## src/rtl/button_input_pkg.sv

```systemverilog
// -----------------------------------------------------------------------------
// button_input_pkg
// Shared constants for the button front end: colour FSM state encodings,
// the default debounce length and small helpers used by the colour FSM.
// No ports (package).
// -----------------------------------------------------------------------------
package button_input_pkg;

    localparam int CNT_W = 25;

    // Default number of stable synced cycles before a change is accepted.
    localparam logic [CNT_W-1:0] DEBOUNCE_CYCLES_DEF = 25'd500_000;

    // Three bits wide so that illegal encodings exist and can be recovered.
    typedef enum logic [2:0] {
        BI_IDLE       = 3'd0,
        BI_PRESS_DB   = 3'd1,
        BI_HELD       = 3'd2,
        BI_RELEASE_DB = 3'd3
    } bi_state_t;

    // True when exactly one bit of the 4-bit button mask is set.
    function automatic logic is_onehot(input logic [3:0] m);
        return (m != 4'd0) && ((m & (m - 4'd1)) == 4'd0);
    endfunction

    // One-hot colour mask to 2-bit colour code.
    function automatic logic [1:0] encode_onehot(input logic [3:0] m);
        logic [1:0] code_s;
        case (m)
            4'b0001: code_s = 2'd0;
            4'b0010: code_s = 2'd1;
            4'b0100: code_s = 2'd2;
            4'b1000: code_s = 2'd3;
            default: code_s = 2'd0;
        endcase
        return code_s;
    endfunction

    // Counter increment that sticks at all-ones instead of wrapping.
    function automatic logic [CNT_W-1:0] sat_inc(input logic [CNT_W-1:0] c);
        logic [CNT_W-1:0] r_s;
        if (c == {CNT_W{1'b1}}) begin
            r_s = c;
        end else begin
            r_s = c + 25'd1;
        end
        return r_s;
    endfunction

endpackage

```

## src/rtl/button_input_debounce.sv

```systemverilog
// -----------------------------------------------------------------------------
// debounce
// Level filter: Q follows D only after D has disagreed with Q for CYCLES
// consecutive cycles; any cycle of agreement restarts the count.
// Ports:
//   CLK    clock, rising edge
//   RST_N  asynchronous active-low reset (Q and counter cleared)
//   D      already-synchronized input level
//   Q      filtered level, driven from a flop
// -----------------------------------------------------------------------------
module debounce
    import button_input_pkg::*;
#(
    parameter logic [CNT_W-1:0] CYCLES = DEBOUNCE_CYCLES_DEF
) (
    input  logic CLK,
    input  logic RST_N,
    input  logic D,
    output logic Q
);

    logic [CNT_W-1:0] cnt_r;
    logic [CNT_W-1:0] cnt_nxt_s;
    logic             q_r;
    logic             q_nxt_s;

    // Next-state: count disagreement cycles, flip once CYCLES have been seen.
    always_comb begin
        cnt_nxt_s = cnt_r;
        q_nxt_s   = q_r;
        if (D != q_r) begin
            if (cnt_r >= CYCLES) begin
                q_nxt_s   = D;
                cnt_nxt_s = 25'd0;
            end else begin
                cnt_nxt_s = sat_inc(cnt_r);
            end
        end else begin
            cnt_nxt_s = 25'd0;
        end
    end

    // Filter state registers.
    always_ff @(posedge CLK or negedge RST_N) begin
        if (!RST_N) begin
            cnt_r <= 25'd0;
            q_r   <= 1'b0;
        end else begin
            cnt_r <= cnt_nxt_s;
            q_r   <= q_nxt_s;
        end
    end

    assign Q = q_r;

endmodule

```

## src/rtl/button_input.sv

```systemverilog
// -----------------------------------------------------------------------------
// button_input
// Synchronizes and debounces four colour buttons and a start button.
// A colour is reported only while exactly one colour button is held stably;
// the start button is filtered independently into a clean level.
// Ports:
//   CLK         clock, rising edge
//   RST_N       asynchronous active-low reset
//   BTN[3:0]    raw colour buttons, active-high, BTN[k] = colour k
//   START_BTN   raw start button, active-high
//   IN[1:0]     colour code of the held button (holds while IN_VALID low)
//   IN_VALID    high while one debounced colour button is held
//   START_GAME  debounced START_BTN level
// -----------------------------------------------------------------------------
module button_input
    import button_input_pkg::*;
#(
    parameter logic [CNT_W-1:0] DEBOUNCE_CYCLES = DEBOUNCE_CYCLES_DEF
) (
    input  logic       CLK,
    input  logic       RST_N,
    input  logic [3:0] BTN,
    input  logic       START_BTN,
    output logic [1:0] IN,
    output logic       IN_VALID,
    output logic       START_GAME
);

    localparam logic [CNT_W-1:0] DB_LAST = DEBOUNCE_CYCLES - 25'd1;

    logic [3:0]       btn_s1_r;
    logic [3:0]       btn_s2_r;
    logic             start_s1_r;
    logic             start_s2_r;

    bi_state_t        state_r;
    bi_state_t        state_nxt_s;
    logic [CNT_W-1:0] cnt_r;
    logic [CNT_W-1:0] cnt_nxt_s;
    logic [3:0]       mask_r;
    logic [3:0]       mask_nxt_s;
    logic [1:0]       in_r;
    logic [1:0]       in_nxt_s;
    logic             in_valid_r;
    logic             in_valid_nxt_s;

    // Two-flop synchronizers for all raw button inputs.
    always_ff @(posedge CLK or negedge RST_N) begin
        if (!RST_N) begin
            btn_s1_r   <= 4'd0;
            btn_s2_r   <= 4'd0;
            start_s1_r <= 1'b0;
            start_s2_r <= 1'b0;
        end else begin
            btn_s1_r   <= BTN;
            btn_s2_r   <= btn_s1_r;
            start_s1_r <= START_BTN;
            start_s2_r <= start_s1_r;
        end
    end

    // Colour FSM next-state and next-output logic.
    always_comb begin
        state_nxt_s    = state_r;
        cnt_nxt_s      = cnt_r;
        mask_nxt_s     = mask_r;
        in_nxt_s       = in_r;
        in_valid_nxt_s = in_valid_r;
        case (state_r)
            BI_IDLE: begin
                in_valid_nxt_s = 1'b0;
                // Multi-button or empty input is never captured.
                if (is_onehot(btn_s2_r)) begin
                    mask_nxt_s  = btn_s2_r;
                    cnt_nxt_s   = 25'd0;
                    state_nxt_s = BI_PRESS_DB;
                end else begin
                    state_nxt_s = BI_IDLE;
                end
            end
            BI_PRESS_DB: begin
                in_valid_nxt_s = 1'b0;
                if (btn_s2_r != mask_r) begin
                    state_nxt_s = BI_IDLE;
                end else if (cnt_r == DB_LAST) begin
                    state_nxt_s    = BI_HELD;
                    in_nxt_s       = encode_onehot(mask_r);
                    in_valid_nxt_s = 1'b1;
                end else begin
                    cnt_nxt_s = sat_inc(cnt_r);
                end
            end
            BI_HELD: begin
                in_valid_nxt_s = 1'b1;
                if (btn_s2_r != mask_r) begin
                    cnt_nxt_s   = 25'd0;
                    state_nxt_s = BI_RELEASE_DB;
                end else begin
                    state_nxt_s = BI_HELD;
                end
            end
            BI_RELEASE_DB: begin
                in_valid_nxt_s = 1'b1;
                if (btn_s2_r == mask_r) begin
                    // Bounce back to the held button: stay held.
                    state_nxt_s = BI_HELD;
                end else if (btn_s2_r != 4'd0) begin
                    // A different button is still down: restart the release.
                    cnt_nxt_s = 25'd0;
                end else if (cnt_r == DB_LAST) begin
                    state_nxt_s    = BI_IDLE;
                    in_valid_nxt_s = 1'b0;
                end else begin
                    cnt_nxt_s = sat_inc(cnt_r);
                end
            end
            default: begin
                state_nxt_s    = BI_IDLE;
                cnt_nxt_s      = 25'd0;
                in_valid_nxt_s = 1'b0;
            end
        endcase
    end

    // Colour FSM state and registered outputs.
    always_ff @(posedge CLK or negedge RST_N) begin
        if (!RST_N) begin
            state_r    <= BI_IDLE;
            cnt_r      <= 25'd0;
            mask_r     <= 4'd0;
            in_r       <= 2'd0;
            in_valid_r <= 1'b0;
        end else begin
            state_r    <= state_nxt_s;
            cnt_r      <= cnt_nxt_s;
            mask_r     <= mask_nxt_s;
            in_r       <= in_nxt_s;
            in_valid_r <= in_valid_nxt_s;
        end
    end

    debounce #(
        .CYCLES (DEBOUNCE_CYCLES)
    ) u_start_db (
        .CLK   (CLK),
        .RST_N (RST_N),
        .D     (start_s2_r),
        .Q     (START_GAME)
    );

    assign IN       = in_r;
    assign IN_VALID = in_valid_r;

endmodule
```

## config.mk

```make
export PLATFORM = sky130hd
export DESIGN_NAME = button_input
export DESIGN_NICKNAME = d
export VERILOG_FILES = /design/src/rtl/button_input_pkg.sv /design/src/rtl/button_input_debounce.sv /design/src/rtl/button_input.sv
export SDC_FILE = /design/constraint.sdc
export NUM_CORES = 1
export LEC_CHECK = 0
export ABC_AREA = 1
export BUFFER_PORTS_ARGS = -buffer_cell sky130_fd_sc_hd__buf_2
export CORE_MARGIN = 5
export CORE_UTILIZATION = 56
export CTS_BUF_LIST = sky130_fd_sc_hd__clkbuf_8 sky130_fd_sc_hd__clkbuf_16
export DETAILED_ROUTE_END_ITERATION = 16
export PLACE_DENSITY = 0.76
export SLEW_MARGIN = 20
export SYNTH_ARGS = -nofsm -noshare
export SYNTH_HDL_FRONTEND = slang
export SYNTH_SLANG_ARGS = --single-unit
```

## constraint.sdc

```tcl
create_clock -name CLK -period 1.6 [get_ports CLK]
set_input_delay 0.16 -clock CLK [delete_from_list [all_inputs] [get_ports CLK]]
set_output_delay 0.16 -clock CLK [all_outputs]
set_load 0.1 [all_outputs]
```

After elaboration in Yosys (flattened, before gate mapping)
Index checks and enable logic that the tools add are counted.

Flip-flop bits (word level): 71. Input bits: 7. Output and inout port bits: 4. Logic and storage cells: 72.

$add $sub $neg: 3. Magnitude comparators: 1. Equal/unequal tests: 20. Muxes and demuxes: 26. Bitwise operators: 2. Reductions and logical operators: 9.

Operators with widths (count): $mux W25 (10); $pmux W25 S4 (1); $add A25 B1 Y25 const B (2); $eq A25 B25 Y1 const B (2); $eq A25 B19 Y1 const B (1); $ge A25 B19 Y1 const B (1); $mux W3 (5); $ne A3 B3 Y1 const B (4); $pmux W3 S4 (1); $ne A2 B2 Y1 const B (4); $mux W1 (7); $eq A3 B2 Y1 const B (2); $pmux W2 S3 (1); $reduce_and A3 Y1 (2); $and A4 B4 Y4 (1); $eq A4 B2 Y1 const B (1); $eq A4 B3 Y1 const B (1); $eq A4 B4 Y1 (1); $eq A4 B4 Y1 const B (1); $logic_not A4 Y1 (1); $ne A4 B4 Y1 (1); $reduce_and A2 Y1 (2); $reduce_and A4 Y1 (1); $reduce_bool A4 Y1 (1); 7 further kinds (7).

Depth between registers and ports, before layout
Gate-level depths: netlist of the first run.

Depth after elaboration: 6. Depth in mapped cells: 13. Gate-level depth less buffers: 12.

Modules after synthesis
A second synthesis of the first run with hierarchy kept.

Cells, all modules: 587. Area total of the unflattened synthesis: 4290.4 um^2.

By module, submodules not included: button_input (times used 1, cells each 410, area an instance 2877.8 um^2, sequential area each 1101.1 um^2); debounce (times used 1, cells each 177, area an instance 1412.6 um^2, sequential area each 650.6 um^2).

Worst setup path before layout of the first run
No wires, ideal clock.

Kind: flip-flop to flip-flop. Start point: register u_start_db.q_r, in the netlist u_start_db.Q. End point: register u_start_db.cnt_r[2]. Setup time: 0.086 ns. Arrival: 1.772 ns. Required time: 1.514 ns. Path slack: -0.258 ns. Stages on the path, launching flop included: 5. Path buffers: 1. Period minus slack after synthesis: 1.858 ns. Cell sequence: dfrtp_1 > xor2_1 > nand2_1 > buf_2 > nor3_1.

Longest elaborated chain between the ends: 2. Elaborated cells between the ends (all ways): 3. Those cells by class: eq/ne (2); mux (1).

Ends and longest elaborated chain: start: declaration (RTL line button_input_debounce.sv:24) `logic q_r;`; start signal: assignment (RTL line button_input_debounce.sv:50) `q_r <= q_nxt_s;`; $ne A1 B1 Y1 * (RTL line button_input_debounce.sv:31) `if (D != q_r) begin`; $ne A3 B3 Y1 (no source line) or $mux W25 (tied branches); end signal: assignment (RTL line button_input_debounce.sv:49) `cnt_r <= cnt_nxt_s;`; end: declaration (RTL line button_input_debounce.sv:22) `logic [CNT_W-1:0] cnt_r;`.

Mark *: on every way between the ends. The rest lies on a longest branch, timed or not. A chain may end at the register's enable or synchronous reset.

Final worst setup path of the first run
Start point: register cnt_r[1]. End point: register cnt_r[22].

Longest elaborated chain between the ends: 6. Elaborated cells between the ends (all ways): 9. Those cells by class: add/sub (1); eq/ne (2); mux (6).

Ends and longest elaborated chain: start: declaration (RTL line button_input.sv:38) `logic [CNT_W-1:0] cnt_r;`; start signal: assignment (RTL line button_input.sv:135) `cnt_r <= cnt_nxt_s;`; $add A25 B1 Y25 or $eq A25 B25 Y1 (tied branches) (RTL line button_input_pkg.sv:46, button_input_pkg.sv:43); $mux W25 (RTL line button_input_pkg.sv:43) `if (c == {CNT_W{1'b1}}) begin`; $mux W25 * (RTL line button_input.sv:85) `end else if (cnt_r == DB_LAST) begin`; $mux W25 (RTL line button_input.sv:107) `end else if (btn_s2_r != 4'd0) begin`; $mux W25 (RTL line button_input.sv:104) `if (btn_s2_r == mask_r) begin`; $pmux W25 S4 * (RTL line button_input.sv:69) `case (state_r)`.

Mark *: on every way between the ends. The rest lies on a longest branch, timed or not. The select of a mux whose other input is x is not followed.

==> results.cfg, run 1 <==
[power_and_ir_drop]
power_frac_clock = 0.361
finalPower_mw = 4.511
switching_share = 0.3017
p_comb_frac = 0.215
seqPwrFrac = 0.424
intPower_mw = 3.150
p_leak_nw = 2.737
power.density_mw_per_mm2 = 793.8
vdd_drop_max_v = 0.0008022
netSwitchingPower_mw = 1.361

[setup_path]
r2r-start = cnt_r[1]
crit_type = reg -> reg
r2r-end = cnt_r[22]
max_stage_delay_ns = 0.41
cp.arrival_ns = 2.07
cp-start-kind = flop
cp_slowest_cell = dfrtp_1
ff2ff_path_depth = 12
path_common_cell = nand2_1
required_ns = 1.89
cp_cell_sequence = ha_4 > inv_2 > nor2_4 > nand2_4 > buf_6 > nor3_4 > nand3_2 > nor2_4 > nand2_1 > nand2_1 > nand2_1 > nor2_1
path_max_fanout = 4
r2r_slack_ns = -0.18
cp-end-kind = flop

[cts]
insertion_delay_ns = 0.36
clkTransAtPathRegs_ns = 0.08
cts-root-buf = clkbuf_8
clk_path_buf_depth = 2
cts_max_level = 3
tritoncts = yes
numCtsBuffers = 9
clock_sinks = 70

[global_routing]
grt_max_degree = 62
grt_pass1_wl_um = 18510
antenna_found_initial = 0
grt_usage = 0.2588
grt_pass1_vias = 4152
grt-ovfl-total = 0

[synth]
synthAdderAreaFrac = 0.009194
synth_compound_area_frac = 0.06497
ys.flop_type = dfrtp_1
seq_area_frac_synth = 0.4291
synth_top_area_cell = dfrtp_1
syn_area_sq_mm = 0.004083
ys_seq_elements = 70
syn_inst = 553
synth-edff-count = 0
synth_most_common_cell = nand2_1
yosysTopAreaCellShare = 0.4291
ys_warn_count = 0
synth_top_family_by_area = simple AND/OR/NAND/NOR gates
yosys-top-cells-count = 156 x nand2_1, 88 x nor2_1, 70 x dfrtp_1
synth.mux.area_fraction = 0
yosysUniqueCellTypes = 34
synth-xor-area-share = 0.03218
avgSynthCellArea_sq_um = 7.383
postSynth.asyncResetShare = 1.000
yosys.area_share.simple = 0.3944
synthTopCellsByArea = dfrtp_1 43%, nand2_1 14%, nor2_1 8.1%

[routing]
vias = 4384
wl_um = 12350
ant_nets = 0
drcViolationCount = 0
wl_per_cell_um = 15.94
drt_iter0_markers = 360
firstDrtPassIters = 6
vias_per_cell = 5.657

[sta]
setup_viol = 29
hold_viol = 0
fin_crit_ns = 1.776
fmax_ghz = 0.5632
slew_viol_final = 0
grt_setup_unrepaired = true
period_share = 1.110
fin_skew_ns = 0.009721
whs_ns = 0.2005
fin_ws_ns = -0.1756

[placement]
place_hpwl_um = 7214
dp_cells = 734
port_buffers = 10
gp_congestion = 0.8986
placed_area_sq_mm = 0.004848
dp_slack_ns = -0.1211

[cells_and_area]
nets = 681
area_growth_pct = 39.20
fillers = 430
fin_area_sq_mm = 0.005683
finalNonFillerCells = 775
diodes = 0
drive_above_1_share = 0.3550

[outcome]
status = finished with violations
violations = setup timing

[die]
core_sq_mm = 0.007176
start_util = 0.5690
pin_count = 11
chipHeight_um = 95.39
die_area_sq_mm = 0.009098
rows = 31
chipWidth_um = 95.39

[worst_hold_path]
hp-class = in -> async

[job]
cap_violations = 0
-- per-stage QoR --
stage / util / TNS, ns
3_3_place_gp: 0.6757 / -0.03543
6_report: 0.7920 / -1.968
4_1_cts: 0.7418 / -0.1136
3_5_place_dp: 0.6757 / -0.8171
2_1_floorplan: - / 0
5_1_grt: 0.7920 / -4.607
-- sequential cells by signal, summed over array words and instances (netlist names), 2 cells and up, named ones only --
signal,cells
cnt_r,25
btn_s1_r,4
u_start_db.cnt_r,25
mask_r,4
btn_s2_r,4
IN,2
-- worst max-delay path: cells and delay by family, from the launching register on --
kind / cells / cell delay, ns
fa+ha+maj: 1 / 0.17
buf+inv: 2 / 0.19
flops: 1 / 0.41
simple gates: 9 / 0.93
-- power groups by stage --
stage | Sequential [mW] | Clock (mW) | Combinational [mW]
2_1_floorplan | 1.96 | 0 | 0.400
3_3_place_gp | 1.94 | 0 | 0.696
3_5_place_dp | 1.94 | 0 | 0.719
4_1_cts | 1.91 | 1.64 | 0.799
5_1_grt | 1.92 | 1.74 | 1.03
6_report | 1.91 | 1.63 | 0.969
-- area by class of cell --
type	count	area, sq um	share of cell area
well taps	99	123.9	0.02180
multi-input cells	422	2440	0.4293
inverters	57	216.5	0.03809
clock buffers	10	137.6	0.02422
flip-flops and latches	70	1754	0.3087
clock inverters	6	86.33	0.01519
repair buffers	111	924.6	0.1627
-- layer usage --
layer  vias up  global-route usage  part of all wire
li1       1993                   -                 -
met1      2103              0.3046              0.37
met3        63             0.05998             0.065
met5         -                   0                 0
met2       225              0.4548              0.52
met4         0              0.1031             0.040
-- layout by cell type, fill, tap and decap left out, drive strengths merged --
cell         count
o31ai            1
dfrtp           70
a21oi           11
a21boi           1
clkbuf          11
o2111ai          1
nor3            10
nand3           57
o21ai           21
xnor2            3
buf            104
bufinv           2
a31oi            1
or2              2
conb             6
nand4            9
nor4             1
inv             58
clkinv           3
xor2            12
and3             1
ha               3
nand2          165
nand3b           2
nor2           105
o211ai          10
dlygate4sd3      6
-- how the worst max path moves through the flow --
| stage | start | to |
|---|---|---|
| after CTS | cnt_r[1] | cnt_r[22] |
| after global placement | cnt_r[1] | IN_VALID |
| after global routing | cnt_r[1] | cnt_r[22] |
| final | cnt_r[1] | cnt_r[22] |
| after detailed placement | cnt_r[1] | flop |
| after floorplan | u_start_db.Q | u_start_db.cnt_r[2] |
-- repair_timing --
action | in CTS | in global routing
setup endpoints to repair | 27 | 50
pin swaps | 17 | 32
gates cloned | 1 | 1
buffers inserted | 8 | 12
endpoints found under the hold margin | 14 | 0
hold buffers | 6 | 0
gates resized for setup | 41 | 77
-- logic make-up (layout without fill, tap and decap cells) --
group | count (synthesis) | count (layout)
AND/OR/NAND/NOR | 351 | 352
flip-flops | 70 | 70
buffers and inverters | 67 | 184
other | 1 | 6
adder cells (fa/ha/maj) | 3 | 3
AO/OA/AOI/OAI | 46 | 46
XOR/XNOR | 15 | 15
Power figures use the tool's default switching activity.
==> run 2, diff against run 1 <==
Settings changed: CORE_UTILIZATION 56 to 45, PLACE_DENSITY 0.76 to unset.
==> run 2 against run 1 <==
The flow still finishes with violations (setup timing). Clock skew up 0.0032 ns. First-iteration DRC count down 50%. Total power up 0.10%. Fmax up 4.9%. Combinational power down 2.9%. Die area up 22%. Largest cell class unchanged.
==> results.cfg, run 2 (synthesized netlist as in run 1, its figures left out) <==
[cts]
insertion_delay_ns = 0.35
tritoncts = yes
clkTransAtPathRegs_ns = 0.08
clock_sinks = 70
numCtsBuffers = 9
clk_path_buf_depth = 2
cts-root-buf = clkbuf_8
cts_max_level = 3

[cells_and_area]
layout_common_cells = 133 x nand2_1, 95 x buf_4, 70 x nor2_1
reg_top3 = cnt_r (25), u_start_db.cnt_r (25)
area_growth_pct = 40.30
diodes = 0
nets = 691
layout_commonest_cell = nand2_1
finalNonFillerCells = 794
drive_above_1_share = 0.3615

[routing]
vias_per_cell = 4.919
firstDrtPassIters = 4
drt_iter0_markers = 180
drcViolationCount = 0
wl_per_cell_um = 12.84
vias = 3906
wl_um = 10190
ant_nets = 0

[die]
chipWidth_um = 105.3
chipHeight_um = 105.3
rows = 34
die_area_sq_mm = 0.01108
core_sq_mm = 0.008763
pin_count = 11
start_util = 0.4659

[setup_path]
required_ns = 1.84
path_max_fanout = 6
r2r-start = btn_s2_r[0]
r2r-end = cnt_r[19]
r2r_slack_ns = -0.09
cp.arrival_ns = 1.94
cp-startpoint = btn_s2_r[0]
cp-end-kind = flop
endpoint = cnt_r[19]
crit_type = reg -> reg
cp-start-kind = flop
ff2ff_path_depth = 11

[sta]
period_share = 1.058
fmax_ghz = 0.5906
grt_setup_unrepaired = true
fin_skew_ns = 0.01296
setup_viol = 13
slew_viol_final = 0
fin_crit_ns = 1.693
fin_ws_ns = -0.09333
tns_ns = -0.4889
hold_viol = 0

[global_routing]
grt_pass1_wl_um = 16830
grt_pass1_vias = 3709
antenna_found_initial = 0
grt-ovfl-total = 0
grt_usage = 0.1853
grt_max_degree = 37

[placement]
place_hpwl_um = 7152
gp_congestion = 0.8531
port_buffers = 10
dp_cells = 751

[power_and_ir_drop]
finalPower_mw = 4.516
power.density_mw_per_mm2 = 788.4
p_leak_nw = 2.745
vdd_drop_max_v = 0.0005893

[job]
cap_violations = 0

[outcome]
violations = setup timing
status = finished with violations

[worst_hold_path]
hp-class = in -> async
-- run 2: changes by cell type in the layout (fill, tap and decap cells not counted), sizes merged --
cell,before,now
clkinvlp,0,1
inv,58,59
buf,104,114
clkinv,3,1
-- run 2: routing by layer --
metal,vias up,wire length [um],track usage
li1,2018,-,-
met5,-,0,0
met3,14,322,0.03729
met2,59,4867,0.2873
met4,0,188,0.07215
met1,1815,4814,0.2553
-- run 2: how the worst min path moves through the flow --
stage / end / from / cells past startpoint / slack, ns
global placement: u_start_db.cnt_r[3] / RST_N / 1 / 0.15
finish: u_start_db.cnt_r[3] / RST_N / 2 / 0.31
detailed placement: u_start_db.cnt_r[3] / RST_N / 1 / 0.15
CTS: cnt_r[16] / RST_N / 2 / 0.32
floorplan: IN[0] / RST_N / 0 / -0.14
global route: u_start_db.cnt_r[3] / RST_N / 2 / 0.36
-- run 2: timing repair --
item                       CTS  global route
setup buffers                3            17
gates cloned                 1             1
hold buffers                 6             0
setup endpoints to repair   24            53
hold endpoints to repair    39             0
pin swaps                    8            32
resized for setup           27            83
-- run 2: stage by stage --
step,utilization,worst slack (ns),hold slack [ns],area [sq um]
after CTS,0.6082,-0.04330,0.3190,5330
after detailed placement,0.5631,-0.1163,0.1470,4935
after global placement,0.5631,-0.08962,0.1469,4935
after floorplan,-,0.01086,-0.1356,4115
final,0.6536,-0.09333,0.3142,5728
after global routing,0.6536,-0.1686,0.3580,5728
-- run 2: power by group --
group	total (mW)	switching [mW]	leakage, nW	internal, mW
sequential	1.92	0.0696	0.919	1.85
clock	1.66	0.692	0.121	0.966
combinational	0.941	0.540	1.70	0.401
-- run 2: layout make-up --
class,count,area [sq um]
repair inverters,1,7.507
well taps,108,135.1
fillers,746,3035
flip-flops and latches,70,1759
inverters,57,219.0
clock buffers,11,151.4
multi-input cells,422,2400
clock inverters,5,81.33
repair buffers,120,974.7
-- run 2: worst max-delay path, stage by stage, from the launching register on --
cell,delay [ns]
dfrtp_1,0.41
buf_4,0.15
nand2_1,0.07
nand2_1,0.08
inv_2,0.07
nand3_2,0.10
nand2_4,0.12
nand2_8,0.09
nor2_4,0.20
clkinvlp_4,0.17
nand2_1,0.09
nor2_1,0.04
